File: src/rtl/mips_run_sequencer.sv
// Run controller for the MIPS core: holds core reset after start, then runs until a halt or the cycle budget.
// Optional halt detection (HALT_PC match or stalled PC) is compiled in with `MIPS_RUN_SEQ_HALT_DETECT_EN.
module mips_run_sequencer #(
    parameter int                RST_CYCLES  = 1,
    parameter int                RUN_CYCLES  = 35,
    parameter int                CNT_W       = 16,
    parameter int                PC_W        = 32,
    parameter logic [PC_W-1:0]   HALT_PC     = 32'hFFFF_FFFC,
    parameter int                STALL_LIMIT = 8
) (
    input  logic             clk,
    input  logic             rst,
    input  logic             start,
    input  logic [PC_W-1:0]  pc,
    output logic             core_rst,
    output logic             running,
    output logic             done,
    output logic             halted,
    output logic             timeout,
    output logic [CNT_W-1:0] cycle_cnt
);
    localparam int RST_W = (RST_CYCLES > 1) ? $clog2(RST_CYCLES) : 1;

    typedef enum logic [1:0] {
        S_IDLE  = 2'd0,
        S_RESET = 2'd1,
        S_RUN   = 2'd2,
        S_DONE  = 2'd3
    } state_t;

    state_t           state;
    logic [RST_W-1:0] rst_cnt;
    logic             launch;
    logic             halt_hit;

    assign launch = start && ((state == S_IDLE) || (state == S_DONE));

`ifdef MIPS_RUN_SEQ_HALT_DETECT_EN
    localparam int STALL_W = $clog2(STALL_LIMIT + 1);

    logic [PC_W-1:0]    pc_q;
    logic [STALL_W-1:0] stall_cnt;
    logic               pc_same;
    logic               stall_hit;

    // cycle_cnt is 0 only in the first RUN cycle, where pc_q holds no valid history.
    assign pc_same   = (cycle_cnt != '0) && (pc == pc_q);
    assign stall_hit = pc_same && (stall_cnt == STALL_W'(STALL_LIMIT - 1));
    assign halt_hit  = (pc == HALT_PC) || stall_hit;

    always_ff @(posedge clk or posedge rst) begin
        if (rst) begin
            pc_q      <= '0;
            stall_cnt <= '0;
        end else if (launch) begin
            stall_cnt <= '0;
        end else if (state == S_RUN) begin
            pc_q      <= pc;
            stall_cnt <= pc_same ? stall_cnt + 1'b1 : '0;
        end
    end
`else
    logic unused_halt_cfg;

    assign unused_halt_cfg = (^{pc, HALT_PC}) ^ (STALL_LIMIT != 0);
    assign halt_hit        = 1'b0;
`endif

    always_ff @(posedge clk or posedge rst) begin
        if (rst) begin
            state     <= S_IDLE;
            halted    <= 1'b0;
            timeout   <= 1'b0;
            cycle_cnt <= '0;
            rst_cnt   <= '0;
        end else begin
            case (state)
                S_IDLE, S_DONE: begin
                    if (start) begin
                        state     <= S_RESET;
                        halted    <= 1'b0;
                        timeout   <= 1'b0;
                        cycle_cnt <= '0;
                        rst_cnt   <= '0;
                    end
                end
                S_RESET: begin
                    if (rst_cnt == RST_W'(RST_CYCLES - 1)) begin
                        state <= S_RUN;
                    end else begin
                        rst_cnt <= rst_cnt + 1'b1;
                    end
                end
                S_RUN: begin
                    cycle_cnt <= cycle_cnt + 1'b1;
                    // Halt takes priority over the final budget cycle.
                    if (halt_hit) begin
                        state  <= S_DONE;
                        halted <= 1'b1;
                    end else if (cycle_cnt == CNT_W'(RUN_CYCLES - 1)) begin
                        state   <= S_DONE;
                        timeout <= 1'b1;
                    end
                end
                default: state <= S_IDLE;
            endcase
        end
    end

    assign core_rst = (state != S_RUN);
    assign running  = (state == S_RUN);
    assign done     = (state == S_DONE);
endmodule
File: config.mk
export PLATFORM = sky130hd
export DESIGN_NAME = mips_run_sequencer
export DESIGN_NICKNAME = d
export VERILOG_FILES = /design/src/rtl/mips_run_sequencer.sv
export SDC_FILE = /design/constraint.sdc
export NUM_CORES = 1
export LEC_CHECK = 0
export BUFFER_PORTS_ARGS = -buffer_cell sky130_fd_sc_hd__clkbuf_2
export CORE_UTILIZATION = 45
export CTS_BUF_LIST = sky130_fd_sc_hd__clkbuf_8
export CTS_CLUSTER_DIAMETER = 100
export DETAILED_ROUTE_END_ITERATION = 10
export PLACE_DENSITY = 0.79
export SKIP_LAST_GASP = 1
export SLEW_MARGIN = 10
export SYNTH_ARGS = -nofsm -noshare
export SYNTH_HDL_FRONTEND = slang
export SYNTH_SLANG_ARGS = --single-unit
File: constraint.sdc
create_clock -name clk -period 6.3 [get_ports clk]
set_clock_uncertainty 0.2 [all_clocks]
set_input_delay 0.63 -clock clk [delete_from_list [all_inputs] [get_ports clk]]
set_output_delay 0.63 -clock clk [all_outputs]
set_load 0.01 [all_outputs]
# == Word level (Yosys, flattened, before mapping) ==
# Index checks and enable logic that the tools add are counted.
# word_totals
regBits,20
in_bits,35
out_inout_bits,21
wordCells,33
# op_classes
addsub,2
n_eq_ne,8
n_mux,11
n_reduce_logical,8
# op_table
op,count
16-bit case mux with 2 select lines,1
16-bit by 1-bit adder with 16-bit output (second input constant),1
16-bit by 6-bit equality test with 1-bit output (second input constant),1
16-bit two-way mux,1
2-bit two-way mux,3
2-bit != test (second input constant),3
2-bit case mux with 3 select lines,1
3-bit AND reduction,2
2-bit equality test (second input constant),2
1-bit case mux with 2 select lines,2
2-bit AND reduction,2
2-bit nonzero test,2
1-bit two-way mux,3
2-bit by 1-bit equality test with 1-bit output (second input constant),1
2-bit zero test,1
2-bit by 1-bit != test with 1-bit output (second input constant),1
2-bit OR reduction,1
1-bit adder (second input constant),1

# == Longest topological paths before layout ==
# logic_depth
ltp_word,4
ltp_mapped,8
depth_no_buf,6

# == Worst setup path after synthesis ==
# Ideal clock, no wire load.
# synth_timing
path_type,register to register
startpoint,reg state[0]
endpoint,reg cycle_cnt[12]
setup_ns,0.136
t_arrival_ns,1.760
setup_slack_ns,4.204
path_stages_with_launch,8
path_buffers,1
synth_period_minus_slack_ns,2.096
path_cell_list,dfrtp_1 > inv_1 > ha_1 > buf_2 > mux2i_1 > or4_1 > o21ai_0 > a21oi_1
# synth_via
elab_cells_between_ends,8
# synth_rtl
element,line,text
"start, declared",31,state_t state;
"start signal, assigned",71,state <= S_IDLE;
"start signal, assigned",80,state <= S_RESET;
"start signal, assigned",89,state <= S_RUN;
2-bit equality test *,-,
via running,16,"output logic running,"
2-bit nonzero test (no line),-,
2-bit AND reduction (no line),-,
"end signal, assigned",95,cycle_cnt <= cycle_cnt + 1'b1;
"end, declared",20,output logic [CNT_W-1:0] cycle_cnt
# The timed path passes the listed nets; every way through them passes the cells marked *.
# A chain may end at the register's enable or synchronous reset.

# == Worst setup path after layout ==
# layout_timing
startpoint,reg state[0]
endpoint,reg cycle_cnt[14]
# layout_via
elab_chain_len,4
elab_cells_between_ends,8
# layout_lines
element,line,text
2-bit equality test or 2-bit zero test (tied branches),77,case (state)
2-bit OR reduction,77,
2-bit != test (no line) or 2-bit nonzero test (tied branches),-,
2-bit AND reduction (no line),-,
# Several ways; a longest one is shown, not always the timed one.

==> out/results.txt <==
Req. time, crit path -> 6.27 ns
Post-Syn Instances -> 114
clock-pin slew on the worst setup and hold paths -> 0.07 ns
CTS Hold Bufs -> 0
clock sink total -> 19
Net Switching -> 141 uW
Least-Margin Pin Slew -> 0.714 ns
CP peak stage delay -> 0.60 ns
HP Class -> input pin to async pin
FF-to-FF Start -> state[0]
share of cells above drive strength 1 -> 24.8%
Max Cap Viol -> 0
Ys Warns -> 0
post-cts sizing count -> 0
combinational share of power -> 37.8%
r2r endpoint -> cycle_cnt[14]
Setup crit end kind -> register
DP Wirelength -> 1.61 mm
Critical Path Fanout Max -> 14
total congestion overflow -> 0
GPL Wtd Cong -> 0.769
Core Footprint -> 2250 um2
vias per cell -> 5.53
first-pass GRT wire length -> 3.55 mm
proportion of power drawn by the clock network -> 22.4%
Final Setup Violations -> 0
row count -> 17
worst-case reg-to-reg path depth -> 7
Cell Chain, Critical Path -> inv_1 > ha_1 > mux2i_1 > buf_4 > nor4_1 > nand4b_1 > a21oi_1
reg2reg setup slack -> 3.84 ns
EDFF count, synth -> 0
CTS H-tree lvls -> 1
Worst VDD drop -> 0.212 mV
worst-skew pair later-pin latency -> 0.25 ns
final WL -> 2.20 mm
Initial Utilization -> 48.5%
fmax -> 407 MHz
Max Slew Vio Count -> 0
total track usage -> 18.3%
Mapped Area -> 1090 um2
Post-CTS Setup Inserts -> 0
Cell variety after synth -> 32
leakage -> 0.000606 uW
Slew HR -> 52.3%
Switching Share -> 38.0%
CTS buffer count -> 3
number of global-route vias before repair -> 806
final core occ -> 56.4%
#FFs+latches synth -> 19
Critical-path top delay cell -> nor4_1
Final nets -> 178
WS Path Type -> register to register
Worst EP arrival -> 2.43 ns
power per cell area -> 292 nW/um2
RSZ-0062 raised after global routing -> false
DIE HEIGHT -> 51.3 um
Synth Net Count -> 154
Most used DFF post-synth -> dfrtp_1
n_diodes -> 0
top-level port count -> 56
Seq/Total Area, Yosys -> 43.5%
DRC viols -> 0
PortBufs -> 22
ANT nets after route -> 0
cell-internal power -> 231 uW
First-pass DRT Iterations -> 4
initial antenna violation count -> 0
final hold viol count -> 0
Avg Synthesized Cell Area -> 9.59 um2
die area -> 2630 um2
Final Cycle Share -> 39.0%
area added between synthesis and finish -> 16.2%
vias -> 912
clock buffer depth -> 2
initial DRC count -> 18
ys async rst share -> 100%
largest net degree at the start of global routing -> 20
startpoint types -> register
Period minus WS final -> 2.46 ns
clock root buffer -> clkbuf_8
Die X -> 51.3 um
CTS tree -> done
Routed WL per cell -> 13.3 um
outcome -> finished clean
sequential share of power -> 39.8%
setup TNS -> 0 ns
==> worst max-delay path, delay by kind of cell (launching register included) <==
family,cells,cell delay (ns)
AND/OR/NAND/NOR,2,0.77
flip-flops,1,0.42
adder cells (fa/ha/maj),1,0.39
buffers and inverters,2,0.27
AO/OA/AOI/OAI,1,0.19
multiplexers,1,0.13
==> power groups by stage <==
stage / Clock, uW / Combinational [uW] / Sequential [uW]
floorplan: 0 / 103 / 150
global placement: 0 / 136 / 149
detailed placement: 0 / 140 / 150
CTS: 84.8 / 140 / 148
global route: 88.9 / 158 / 150
finish: 83.2 / 141 / 148
==> cell usage after synthesis (all sizes together) (2+ instances only) <==
library cell | n | area share, %
nand4 | 2 | 1.1
or4 | 4 | 3.8
clkbuf | 2 | 0.69
nor3 | 2 | 0.92
nand2 | 11 | 3.8
mux2i | 4 | 3.7
or2 | 2 | 1.1
nor4 | 4 | 2.9
nand3 | 5 | 2.3
dfrtp | 19 | 43
ha | 5 | 5.7
o21ai | 8 | 3.7
buf | 2 | 1.1
nand4b | 2 | 1.6
nor4b | 2 | 1.6
a21oi | 8 | 3.7
xnor2 | 7 | 5.6
inv | 6 | 2.1
nor2 | 9 | 3.1
==> per-stage QoR <==
stage	cell area (um2)	power, uW	setup slack (ns)	hold slack (ns)	std cells
after global placement	1230	284	3.97	0.330	161
after CTS	1270	373	3.87	0.302	165
final	1270	372	3.84	0.263	165
after detailed placement	1230	291	3.90	0.340	161
after global routing	1270	396	3.75	0.319	165
after floorplan	1090	253	4.20	0.362	114
==> per-layer routing <==
metal	wire length (um)	vias to the layer above	share of wire, %	track usage (%)
li1	-	449	-	-
met1	1080	435	49	25.0
met2	987	22	45	27.2
met3	91	6	4.1	3.87
met4	45	0	2.0	9.46
met5	0	-	0	0
==> registers in the layout, summed over array words and instances (netlist names) <==
register	cells
state	2
cycle_cnt	16
timeout	1
==> how the worst max path moves through the flow <==
| stage | depth (start not counted) | slack, ns | startpoint | endpoint |
|---|---|---|---|---|
| floorplan | 7 | 4.20 | state[0] | cycle_cnt[12] |
| global placement | 7 | 3.97 | state[0] | cycle_cnt[12] |
| detailed placement | 7 | 3.90 | state[0] | cycle_cnt[14] |
| CTS | 7 | 3.87 | state[0] | cycle_cnt[14] |
| global route | 7 | 3.75 | state[0] | cycle_cnt[12] |
| finish | 7 | 3.84 | state[0] | cycle_cnt[14] |
==> cell usage in the layout, fill, tap and decap left out, types with 2 or more instances in the layout <==
cell / instances
clkbuf_2: 22
dfrtp_1: 19
nand2_1: 11
nor2_1: 9
a21oi_1: 8
o21ai_0: 8
inv_1: 7
xnor2_1: 7
nand3_1: 5
ha_1: 5
mux2i_1: 4
or4_4: 3
nor4_1: 3
clkbuf_8: 3
nand4_1: 2
nand4b_1: 2
or2_2: 2
nor3_1: 2
nor4b_1: 2
==> area by class of cell <==
cell class / instances / area [um2]
sequential: 19 / 475
clock buffer: 3 / 41.3
clock inverter: 1 / 3.75
inverter: 6 / 22.5
tap: 28 / 35.0
timing repair buffer: 23 / 118
fill: 229 / 983
multi-input combinational: 85 / 576
==> kinds of logic (layout without fill, tap and decap cells) <==
logic type	Yosys count	in the layout	synth area share [%]
AO/OA/AOI/OAI	20	20	12.0
buffers and inverters	10	33	3.89
multiplexers	4	4	3.66
other	1	1	0.343
flip-flops	19	19	43.5
adder cells (fa/ha/maj)	5	5	5.72
XOR/XNOR	7	7	5.61
AND/OR/NAND/NOR	48	48	25.3
Note: power is estimated with default switching activity, not from simulation.
